### config.mk
export PLATFORM = sky130hd
export DESIGN_NAME = rvv_backend_lsu_mapinfo_fifo
export DESIGN_NICKNAME = d
export VERILOG_FILES = /design/src/rtl/rvv_backend_lsu_mapinfo_fifo_pkg.sv /design/src/rtl/rvv_backend_lsu_mapinfo_fifo_multi_fifo.sv /design/src/rtl/rvv_backend_lsu_mapinfo_fifo.sv
export SDC_FILE = /design/constraint.sdc
export NUM_CORES = 1
export LEC_CHECK = 0
export BUFFER_PORTS_ARGS = -buffer_cell sky130_fd_sc_hd__clkbuf_2
export CAP_MARGIN = 15
export CORE_MARGIN = 4
export CORE_UTILIZATION = 53
export CTS_CLUSTER_DIAMETER = 40
export DETAILED_ROUTE_END_ITERATION = 10
export MAX_ROUTING_LAYER = met4
export PLACE_DENSITY = 0.81
export SLEW_MARGIN = 25
export SYNTH_ARGS = -nofsm -noshare
export SYNTH_HDL_FRONTEND = slang
export SYNTH_HIERARCHICAL = 1
export SYNTH_SLANG_ARGS = --single-unit
### constraint.sdc
create_clock -name clk -period 3.1 [get_ports clk]
set_input_delay 0.155 -clock clk [delete_from_list [all_inputs] [get_ports clk]]
set_output_delay 0.155 -clock clk [all_outputs]
set_load 0.02 [all_outputs]
### src/rtl/rvv_backend_lsu_mapinfo_fifo_pkg.sv
// Shared types for the LSU map-info FIFO: lane count and the per-uop map record.
package rvv_backend_lsu_mapinfo_fifo_pkg;

  localparam int NUM_LSU = 2;

  typedef struct packed {
    logic       valid;
    logic [4:0] rob_entry;
    logic [2:0] uop_index;
    logic       is_load;
  } LSU_MAP_INFO_t;

endpackage

### src/rtl/rvv_backend_lsu_mapinfo_fifo_multi_fifo.sv
// Generic N-in/N-out FIFO. In-order contiguous push/pop, count-based flags registered
// from the next count, combinational head read of N slots.
module rvv_backend_lsu_mapinfo_fifo_multi_fifo #(
  parameter type T          = logic [7:0],
  parameter int  DEPTH      = 8,
  parameter int  N          = 2,
  localparam int DW_PTR     = $clog2(DEPTH)
) (
  input  logic              clk,
  input  logic              rst_n,
  input  logic              flush,
  input  logic [N-1:0]      push,
  input  T     [N-1:0]      datain,
  output logic              full,
  output logic [N-1:0]      almost_full,
  input  logic [N-1:0]      pop,
  output T     [N-1:0]      dataout,
  output logic              empty,
  output logic [N-1:0]      almost_empty,
  output logic [DW_PTR:0]   count
);

  T                  mem [DEPTH];
  logic [DW_PTR-1:0] wptr_q, rptr_q;
  logic [DW_PTR:0]   count_q, count_d, npush, npop, free_d;
  logic [N-1:0]      push_eff, pop_eff, ae_q, af_q, ae_d, af_d;

  // Only the contiguous low run counts; the flag masks keep it within capacity.
  always_comb begin
    logic prun, orun;
    prun     = 1'b1;
    orun     = 1'b1;
    push_eff = '0;
    pop_eff  = '0;
    npush    = '0;
    npop     = '0;
    for (int i = 0; i < N; i++) begin
      prun        = prun & push[i];
      orun        = orun & pop[i];
      push_eff[i] = prun & ~af_q[i];
      pop_eff[i]  = orun & ~ae_q[i];
      npush       = npush + {{DW_PTR{1'b0}}, push_eff[i]};
      npop        = npop  + {{DW_PTR{1'b0}}, pop_eff[i]};
    end
    count_d = flush ? '0 : count_q + npush - npop;
    free_d  = (DW_PTR+1)'(DEPTH) - count_d;
    for (int i = 0; i < N; i++) begin
      ae_d[i] = count_d <= (DW_PTR+1)'(i);
      af_d[i] = free_d  <= (DW_PTR+1)'(i);
    end
  end

  always_ff @(posedge clk or negedge rst_n) begin
    if (!rst_n) begin
      wptr_q  <= '0;
      rptr_q  <= '0;
      count_q <= '0;
      ae_q    <= '1;
      af_q    <= '0;
    end else begin
      wptr_q  <= flush ? '0 : wptr_q + DW_PTR'(npush);
      rptr_q  <= flush ? '0 : rptr_q + DW_PTR'(npop);
      count_q <= count_d;
      ae_q    <= ae_d;
      af_q    <= af_d;
    end
  end

  // Storage is deliberately unreset; reads are qualified by almost_empty.
  always_ff @(posedge clk) begin
    if (!flush) begin
      for (int i = 0; i < N; i++)
        if (push_eff[i]) mem[DW_PTR'(wptr_q + DW_PTR'(i))] <= datain[i];
    end
  end

  always_comb begin
    for (int i = 0; i < N; i++)
      dataout[i] = mem[DW_PTR'(rptr_q + DW_PTR'(i))];
  end

  assign count        = count_q;
  assign empty        = ae_q[0];
  assign almost_empty = ae_q;
  assign full         = af_q[0];
  assign almost_full  = af_q;

  a_count_range: assert property (@(posedge clk) disable iff (!rst_n)
    count_q <= (DW_PTR+1)'(DEPTH));
  a_empty_match: assert property (@(posedge clk) disable iff (!rst_n)
    ae_q[0] == (count_q == '0));

`ifdef RVV_BACKEND_SVA
  // Protocol checks on the producer/consumer side; define RVV_BACKEND_SVA to enable.
  a_no_overflow:  assert property (@(posedge clk) disable iff (!rst_n || flush) (push & af_q) == '0);
  a_no_underflow: assert property (@(posedge clk) disable iff (!rst_n || flush) (pop & ae_q) == '0);
  a_push_contig:  assert property (@(posedge clk) disable iff (!rst_n) (push & N'(push + 1'b1)) == '0);
  a_pop_contig:   assert property (@(posedge clk) disable iff (!rst_n) (pop & N'(pop + 1'b1)) == '0);
`endif

endmodule

### src/rtl/rvv_backend_lsu_mapinfo_fifo.sv
// LSU map-info FIFO: dispatch pushes up to NUM_LSU records per cycle, remap reads and pops the head in order.
module rvv_backend_lsu_mapinfo_fifo
  import rvv_backend_lsu_mapinfo_fifo_pkg::*;
#(
  parameter int  DEPTH  = 8,
  localparam int DW_PTR = $clog2(DEPTH),
  localparam int N      = NUM_LSU
) (
  input  logic                    clk,
  input  logic                    rst_n,
  input  logic                    flush,
  input  logic          [N-1:0]   push,
  input  LSU_MAP_INFO_t [N-1:0]   datain,
  output logic                    full,
  output logic          [N-1:0]   almost_full,
  input  logic          [N-1:0]   pop,
  output LSU_MAP_INFO_t [N-1:0]   dataout,
  output logic                    empty,
  output logic          [N-1:0]   almost_empty,
  output logic          [DW_PTR:0] count
);

  rvv_backend_lsu_mapinfo_fifo_multi_fifo #(
    .T     (LSU_MAP_INFO_t),
    .DEPTH (DEPTH),
    .N     (N)
  ) u_fifo (
    .clk          (clk),
    .rst_n        (rst_n),
    .flush        (flush),
    .push         (push),
    .datain       (datain),
    .full         (full),
    .almost_full  (almost_full),
    .pop          (pop),
    .dataout      (dataout),
    .empty        (empty),
    .almost_empty (almost_empty),
    .count        (count)
  );

endmodule
==> run summary, run 1 <==
The run gives 270 ps as the internal reg-to-reg setup slack. The tools report the clock root buffer as clkbuf_8. The leakage power total is 2.29 nW, and the largest clock skew in the final design is 6.23 ps. The worst hold path passes through 2 cells.

The critical path in this run is classified as reg2reg. After global routing the overflow that remains totals 0. The signed area change from the synthesized netlist to the final layout came out at 10.7%.

The run finished with clean final reports. The final-report setup violation count is 0. In this run the core area contains 37 standard-cell rows. The run gives 0 as the number of hold violations in the final report. Pin placement for this block handled 57 I/O pins.

The number of antenna violations at the first check in global routing is 0. The post-DP HPWL was 8.40 mm. The clock passes through at most 2 buffers. The share of the clock period used by the worst path is 91.3%, and the post-layout utilization of the core is 60.4%.

The tools report the area of the mapped netlist as 5660 µm². The tools report the layout net count as 444. The share of synthesized flip-flops with an asynchronous set or reset works out to 14.9%. The biggest area contributor in the post-synthesis netlist is edfxtp_1.

Endpoint kind of the worst setup timing path: a flip-flop. The total number of H-tree levels was 3. Measured against its own limit, the worst slew margin works out to 33.8%. At the end of routability-driven placement, the weighted congestion stood at 0.821. For this run, design rule violations remaining after detail routing come to 0.

Counting I/O delays and the setup requirement, the final critical path takes 2830 ps. The endpoint identified for the worst register-to-register timing path is u_fifo/almost_full[1]. The total power density per cell area was 728 nW/µm².

The number of buffers added to fix hold violations after cts was 1; the routed length per instance was 22.5 µm. Signal arrival time at the worst endpoint: 3090 ps. In this run the critical register-to-register path is launched from u_fifo/almost_full[0]. The floorplan die width works out to 111 µm.

The launch point of the worst path is u_fifo/almost_full[0]. The top cell types in the final layout, fill and taps aside, are 92 x mux2_2, 80 x edfxtp_1, 56 x clkbuf_2, 40 x mux4_2, 16 x buf_4. Yosys mapped the design onto 40 distinct sky130hd cell types. The Yosys step of the flow raised 6 warnings.

Timing would allow up to 353 MHz. The clock drives 94 sinks. Setup repair after global routing left no endpoint under its margin.

The number of enable flip-flop cells after synthesis came out at 80. Commonest non-fill, non-tap cell in the layout: mux2_2. After layout, the design draws a total of 4.56 mW. The die is 111 µm tall. Buffers added to address setup during post-CTS repair amount to 0. Global routing consumed, over all layers together, 21.4% of the routing resources. The run gives 380 ps as the worst-skew pair later-pin latency.

Of the synthesized area, sequential elements account for 48.7%. For the final routed database, the setup TNS stands at 0 ps. The via count of the first global-routing pass is 3467. End of the critical path: u_fifo/almost_full[1]. Before antenna repair, the detailed router went through 4 iterations. The run gives 10400 µm² as the placeable core area.

TritonCTS built the clock tree. The starting utilization of the core area was 54.6%. The mean number of vias per cell is 5.99, and the data required time of the worst path is 3370 ps. The worst setup path is launched from a flip-flop. The post-synthesis register bit count is 94. In the synthesized netlist, the number of instances is 340. The number of gates resized after CTS was 0. In this run the worst path has a maximum fanout of 4.

The total nets after synthesis was 381; the violation count after the first detailed-route iteration was 250. Once detail routing completed, the nets flagged for antenna violations numbered 0. Clock-pin slew was measured on the worst setup and hold paths at 90 ps. A synthesized cell averages 16.6 µm². The share of the synthesized area in the top cell type was 42.5%. The final layout contains routed wiring with a total length of 12.3 mm.

Input and output buffers added on the ports amount to 56. The logs give 3259 for the total via count after detailed routing and 0 for the number of pins with negative max-slew slack in the final report. The first global-routing pass estimated 19.4 mm of wire.

The actual slew at the worst max-slew pin works out to 983 ps. The tools report the number of max-cap violations as 0. Most frequently used flop master after synthesis: edfxtp_1. The class of the most critical hold timing path was in2reg. In the final layout, the share of cells above drive strength 1 is 60.0%. The floorplan step defined a die boundary enclosing 12400 µm².

Yosys attributes the largest share of cell area to edfxtp_1 42%, mux2_2 18%, mux4_2 16%. Worst supply voltage drop on vdd: 0.000507 V. The fill cell instance count of the final layout was 774; the pin count of the biggest net entering global routing was 42. 0 antenna diodes ended up in the layout. The worst hold path begins at datain[4]. Depth of the worst register-to-register path: 10.

The total CTS buffers was 9.
## registers in the layout (all words and copies together) (netlist names)
name and flops:
u_fifo/count 4, u_fifo/almost_full 2, u_fifo/mem 80, u_fifo/rptr_q 3
u_fifo/wptr_q 3, u_fifo/almost_empty 2
## kinds of logic (layout without fill, tap and decap cells)
family          count (synthesis)  after routing  share of synthesized area [%]
mux                           141            141                           36.6
simple gates                   42             42                           4.76
fa+ha+maj                      14             14                           3.63
xor+xnor                        7              7                           1.48
compound gates                 11             11                           1.17
flops                          94             94                           48.7
buf+inv                        31             99                           3.65
## how the worst min path moves through the flow
stage / to / slack [ps]
finish: u_fifo/mem[1][4] / 180
global route: u_fifo/mem[1][2] / 180
CTS: u_fifo/mem[1][4] / 160
detailed placement: u_fifo/rptr_q[1] / 80
global placement: u_fifo/rptr_q[2] / 70
floorplan: u_fifo/almost_full[0] / -140
## layer usage
metal  part of all wire (%)  vias up  GRT usage (%)  routed length, µm
met5                      0        -              -                  0
met4                    1.1        0           4.95                129
met3                    8.5       10           5.57               1040
met2                     51      130           34.4               6210
met1                     40     1647           27.6               4880
li1                       -     1472              -                  -
## per-stage QoR
stage          cells  cell area (µm²)  worst slack, ps  hold WS [ps]
6_report         544             6260              271           179
5_1_grt          544             6260              133           177
2_1_floorplan    340             5660              408          -141
4_1_cts          544             6260              264           155
3_3_place_gp     527             6070              403          74.7
3_5_place_dp     527             6070              338          78.0
## cell type report
cell class                 instances  area, µm²  share of cell area (%)
inverter                          10       37.5                   0.599
clock buffer                       9        124                    1.98
multi-input combinational        215       2700                    43.1
tap                              136        170                    2.72
clock inverter                     7       65.1                    1.04
timing repair buffer              73        410                    6.55
sequential                        94       2760                    44.0
## critical path, stage by stage, from the launching register on
cell and delay (ps):
dfrtp_1 400, nor2b_1 220, ha_1 260, inv_1 70, fa_1 480, inv_1 70
fa_1 430, xor2_1 270, or3_1 200, nor2_1 50, mux2_2 260
## where the power goes
group	total [mW]	leakage (nW)	internal [mW]	switching [mW]
registers	1.63	0.905	1.54	0.0888
clock network	0.784	0.0943	0.311	0.473
logic	2.14	1.29	1.00	1.14
total	4.56	2.29	2.86	1.70
## synth_stat cells (3+ instances only)
library cell	count
buf_6	8
dfrtp_1	12
xnor2_1	3
nand3_1	5
buf_4	7
ha_1	10
inv_1	10
o21ai_0	5
nor2b_1	8
nand2_1	4
mux4_2	40
mux2_2	92
edfxtp_1	80
mux2_4	9
fa_1	4
nor2_1	8
buf_2	3
clkbuf_1	3
Power figures use the tool's default switching activity.
==> run 2, diff against run 1 <==
- CORE_UTILIZATION: 53 -> 36
- GPL_ROUTABILITY_DRIVEN: unset -> 0
- PLACE_DENSITY: 0.81 -> 0.61
==> run summary, run 2 (synthesis gave the netlist of run 1 again) <==
The run finished with clean final reports. The number of antenna violations at the first check in global routing came out at 0. Placeable core area: 15300 µm². Class of the most critical setup path: reg2reg. Power spread over the standard cell area amounts to 740 nW/µm². The worst hold path passes through 2 cells. The run gives 34.3% as the proportion of power drawn by flip-flops and latches.

Along the worst path, the maximum fanout reaches 4. For the total congestion overflow after global routing, the log shows 0. Class of the most critical hold timing path: in2reg.

The startpoint type of the worst setup path was a flip-flop. The number of clock sinks was 94; the number of hold violations in the final report was 0. The run gives 20.3 mm as the first-pass GRT wire length. For the violation count after the first detailed-route iteration, the log shows 235. Across every metal layer, demand over resource in global routing totals 15.9%. The kind of cell with the highest combined delay on the critical path was adder cells.

For the fill cell instance count of the final layout, the log shows 1457. After detailed routing, the number of remaining DRC violations is 0. The run gives 0 as the number of pins with negative max-slew slack in the final report. Net switching is 35.2% of the power. The total wire length after detailed routing was 13.2 mm. The endpoint kind of the worst setup timing path is a flip-flop. Once the floorplan was initialized, standard cells occupied 36.9% of the core. Sum of buffers and inverters on the critical path: 3. The worst path in the final design needs a cycle of 2770 ps, including I/O delays and setup. STA puts the critical path data required time at 3350 ps. CTS clock-pin slew for the worst setup and hold paths: 60 ps. The floorplan step defined a die boundary enclosing 17800 µm². Between clock sinks in the finished design, the worst skew comes to 6.40 ps. The site row count is 45, and the share of the clock period used by the worst path is 89.2%. The final-report setup violation count came out at 0. The mean number of vias per cell came out at 5.18.

The floorplan die width works out to 133 µm. The signal on the critical path passes through nand3b_4 > inv_1 > ha_1 > inv_1 > fa_1 > inv_1 > fa_1 > xor2_1 > or3_1 > o31ai_1. The tools report the remaining max-slew budget at the tightest pin as 51.9%. In the final timing run, aggregate negative setup slack is 0 ps. The worst setup slack after placement came out at 351 ps. For the number of max-cap violations, the log shows 0. Among the stages of the critical path, the cell type that occurs most often is inv_1.

Gates resized during post-CTS repair numbered 0. The register with the most flip-flops is u_fifo/mem. STA puts the critical path data arrival time at 3020 ps. Via count of the first global-routing pass: 3395.

The first TritonRoute pass finished after 4 iterations. Counting along the longest clock path gives a buffer depth of 2. Leaving out fill and tap cells, the most frequent cell in the layout is mux2_2. The routed length per instance was 21.4 µm.

The register with the most flip-flops in the layout has 80 of them. Setup repair after global routing left no endpoint under its margin. The depth of the worst register-to-register path was 10; the largest stage delay on the critical path was 480 ps. Counting the buffers created by CTS gives 9. The number of ports placed on the die boundary is 57, and the worst-skew pair later-pin latency is 340 ps. The count of buffers from port buffering is 56. The top cell types in the final layout, fill and taps aside, are 92 x mux2_2, 80 x edfxtp_1, 56 x clkbuf_2, 40 x mux4_2, 16 x buf_4. In the post-route analysis, the smallest setup slack over all paths is 335 ps. The leakage power total was 2.31 nW; the total number of H-tree levels was 3.

The share of total power dissipated in the clock network is 20.9%. Internal power comes to 3.08 mW. Timing would allow up to 362 MHz. The reported net switching power was 1.68 mW. The layout net count is 444, and the share of post-route cells with drive strength above 1 is 58.8%. In this run the vertical extent of the chip is 133 µm. The run gives 0 as the antenna diode instance count. Entering global routing, the biggest net connects 42 pins.

Across the VDD grid, the largest voltage drop is 0.000272 V. Slowest library cell on the worst path: fa_1. The run gives 3209 as the total via count after detailed routing. The count of nets left with antenna violations once routing finished came out at 0.

The critical path depth is 10, and the part of the total power dissipated in combinational logic is 44.8%. The post-DP HPWL was 8.61 mm; the signed area change from the synthesized netlist to the final layout was 13.6%. For the pin with the worst max-slew slack, the measured transition is 718 ps.

TritonCTS built the clock tree. The root buffer cell chosen for the clock tree is clkbuf_16.
run 2: cell types whose count changed in the layout (fill, tap and decap cells not counted), sizes merged:
| cell | before | now |
|---|---|---|
| inv | 14 | 10 |
| clkbuf | 65 | 68 |
| clkinv | 2 | 3 |
run 2: cell type report:
class	instances	area, µm²	area share (%)
tap	211	264	4.11
multi-input combinational	215	2700	42.0
sequential	94	2760	42.9
clock inverter	4	23.8	0.370
inverter	10	37.5	0.584
clock buffer	12	236	3.68
timing repair buffer	73	410	6.38
run 2: metrics by stage:
stage / std cells / cell area [µm²] / util [%] / hold WS (ps) / power, mW
3_5_place_dp: 602 / 6160 / 40.2 / 87.7 / 3.83
6_report: 619 / 6430 / 42.0 / 212 / 4.76
2_1_floorplan: 340 / 5660 / - / -141 / 3.28
4_1_cts: 619 / 6430 / 42.0 / 208 / 4.83
5_1_grt: 619 / 6430 / 42.0 / 225 / 5.05
3_3_place_gp: 602 / 6160 / 40.2 / 81.6 / 3.80
run 2: power groups by stage:
stage / combinational [mW] / clock [mW] / sequential [mW]
after global routing: 2.33 / 1.07 / 1.65
after detailed placement: 2.17 / 0 / 1.66
after floorplan: 1.59 / 0 / 1.69
after CTS: 2.18 / 1.02 / 1.63
after global placement: 2.15 / 0 / 1.65
final: 2.13 / 0.995 / 1.63
run 2: repair_timing:
action / in CTS / in global routing
endpoints found under the hold margin: 12 / 0
hold buffers: 1 / 0
buffers inserted: 0 / 0
run 2: per-layer routing:
metal | wire length (µm) | global-route usage [%] | up-vias
li1 | - | - | 1475
met4 | 161 | 4.97 | 0
met1 | 5880 | 20.7 | 1658
met5 | 0 | - | -
met2 | 6730 | 26.0 | 64
met3 | 453 | 2.19 | 12
run 2: path summary, 6_finish.rpt:
path	slack [ps]	to	startpoint
max in group asynchronous	2550	u_fifo/almost_empty[0]	rst_n
hold reg to reg	720	u_fifo/count[0]	u_fifo/count[0]
hold / removal	210	u_fifo/mem[1][1]	datain[1]
setup reg to reg	330	u_fifo/almost_empty[0]	u_fifo/almost_full[1]
setup / recovery	330	u_fifo/almost_empty[0]	u_fifo/almost_full[1]
min in group asynchronous	250	u_fifo/count[2]	rst_n
==> run 3, diff against run 2 <==
- CAP_MARGIN: 15 -> 25
- CORE_UTILIZATION: 36 -> 46
- PLACE_DENSITY: 0.61 -> 0.73
==> run summary, run 3 (synthesis gave the netlist of run 1 again) <==
In this run switching power makes up 35.7% of total power. The first-pass GRT wire length is 20.0 mm. The clock period could shrink to 2890 ps. Ranked by flip-flop count, first place goes to u_fifo/mem.

The H-tree generated during clock tree synthesis spans 3 levels. The number of antenna diodes in the final layout is 0. The critical path is of the reg2reg type.

The part of the total power dissipated in combinational logic was 45.4%. Per report_power, the sequential group accounts for 34.2% of the total. After detailed routing, the number of remaining DRC violations is 0. The tools report the launch point of the worst path as u_fifo/almost_full[0]. The tightest hold path in the finished design has a slack of 225 ps. The die covers 14100 µm². In this run the worst setup path terminates at u_fifo/almost_full[1]. Class of the most critical hold timing path: in2reg.

At the worst endpoint, the required time is 3320 ps. The worst-case IR drop observed on VDD is 0.000326 V. The die boundary height is 119 µm. The tools report the clock root buffer as clkbuf_16. The logs give 52.7% for the post-layout utilization of the core and 3277 for the total via count after detailed routing. The number of cells on the worst reg-to-reg path is 10. Total negative slack for setup checks: 0 ps. In this run the most critical hold path is launched from datain[13]. The tools report the overall power of the completed layout as 4.78 mW. Of the cells placed in the final design, the portion with a size suffix greater than 1 is 58.8%.

The analysis attributes to cell leakage a power of 2.30 nW. The logs give 2700 µm² for the area of the multi-input gates and 552 for the non-filler instance count after layout. After floorplanning, the core was sized to cover 12000 µm². TritonCTS built the clock tree.

The logs give 0 for the number of pins with negative max-slew slack in the final report and 0 for the number of max-cap violations. Cell internal power was estimated by the tool at 3.08 mW. The total wire length after detailed routing is 12.8 mm.

In this run the power density over the cells is 755 nW/µm². The pre-antenna-repair detailed-routing pass consisted of 4 iterations. The tools report the fill cell instance count of the final layout as 1003. During I/O placement, the number of pins put on the boundary was 57. The final-report setup violation count was 0; the peak fanout along the critical path was 4.

Data arrives at the worst endpoint at 3110 ps. The layout net count was 442; the pin count of the biggest net entering global routing was 42. The number of clock sinks is 94, and the global-route usage over all layers is 19.3%. The clock reaches the later pin of the worst-skew pair after 340 ps. The detail route stage leaves a number of antenna-violating nets equal to 0. The floorplan die width came out at 119 µm. The register with the most flip-flops in the layout has 80 of them.

In this run the register-to-register setup slack is 210 ps. Global routing finished with a remaining overflow of 0. The mean number of vias per cell came out at 5.94. The maximum clock insertion buffer count was 2. The top cell types in the final layout, fill and taps aside, are 92 x mux2_2, 80 x edfxtp_1, 56 x clkbuf_2, 40 x mux4_2, 14 x buf_4. The count of buffers from port buffering was 56. In this run the power spent charging and discharging nets is 1.71 mW.

With fillers left out, the area of the finished cells amounts to 6330 µm². The fmax was 346 MHz. Setup repair after global routing left no endpoint under its margin. STA classifies the critical path startpoint as a flip-flop. Leaving out fill and tap cells, the most frequent cell in the layout is mux2_2.

The worst reg2reg path startpoint was u_fifo/almost_full[0]. The final critical path takes up 93.1% of the cycle. Summing all placed instances gives a cell area of 6060 µm².

The endpoint identified for the worst register-to-register timing path is u_fifo/almost_full[1]. Per report_power, the clock group accounts for 20.4% of the total. In the post-route analysis, the smallest setup slack over all paths is 213 ps.

Including well taps, the total number of placed cells is 536. Counting the buffers created by CTS gives 9. The number of gates resized after CTS is 0, and the sequential cell area in the final layout is 2760 µm².

Across the routed clock network, the largest skew measured is 7.94 ps. Prior to clock tree synthesis, the placed netlist has a worst setup slack of 276 ps. Once the floorplan was initialized, standard cells occupied 47.1% of the core.

Number of hold violations in the final report: 0. The endpoint kind of the worst setup timing path was a flip-flop. The run finished with clean final reports. The post-DP HPWL is 8.33 mm, and the routed length per instance is 23.1 µm. At the pin with the least slew margin, the transition time is 971 ps. For the via count of the first global-routing pass, the log shows 3513. The detailed router finished its first iteration with 298 violations. In this run the tightest slew margin relative to its limit is 34.6%. The floorplan has 40 rows. The area growth from synthesis to layout is 11.9%. Clock-pin slew was measured on the worst setup and hold paths at 60 ps. The tools report the number of antenna violations at the first check in global routing as 0.
run 3: cell types whose count changed in the layout (fill, tap and decap cells not counted):
cell	change
buf_4	-2
clkbuf_1	-3
clkinv_1	+2
clkinv_4	-1
clkinvlp_4	+1
run 3: critical path: stages, from the launching register on:
cell and delay (ps):
dfrtp_1 400, nor2b_1 220, ha_1 250, inv_1 70
fa_1 470, inv_1 60, fa_1 430, xor2_1 320
or3_1 230, nor2_1 50, mux2_2 260
run 3: worst min-delay path by stage:
stage,endpoint,slack [ps],depth (start not counted)
3_5_place_dp,u_fifo/count[1],80,1
5_1_grt,u_fifo/mem[6][4],230,2
6_report,u_fifo/mem[1][3],220,2
2_1_floorplan,u_fifo/almost_full[0],-140,0
3_3_place_gp,u_fifo/count[1],80,1
4_1_cts,u_fifo/mem[5][6],220,2
run 3: cell type report:
cell class / count / area share, %
inverters: 10 / 0.593
clock inverters: 6 / 0.474
multi-input cells: 215 / 42.7
well taps: 147 / 2.91
repair buffers: 71 / 6.25
flip-flops and latches: 94 / 43.5
clock buffers: 9 / 3.56
run 3: per-layer routing:
layer | track usage (%) | wire, µm | part of all wire (%) | vias to the layer above
met2 | 30.4 | 6470 | 51 | 96
met4 | 7.02 | 252 | 2.0 | 0
met3 | 3.18 | 705 | 5.5 | 19
met5 | - | 0 | 0 | -
met1 | 25.6 | 5340 | 42 | 1695
li1 | - | - | - | 1467
run 3: power groups by stage:
stage	combinational, mW	sequential [mW]	clock (mW)
global route	2.35	1.65	1.05
detailed placement	2.19	1.66	0
global placement	2.12	1.65	0
CTS	2.19	1.64	0.995
finish	2.17	1.64	0.975
floorplan	1.59	1.69	0
run 3: what timing repair did:
item	CTS	global route
endpoints found under the hold margin	12	0
hold buffers	1	0
buffers inserted	0	0
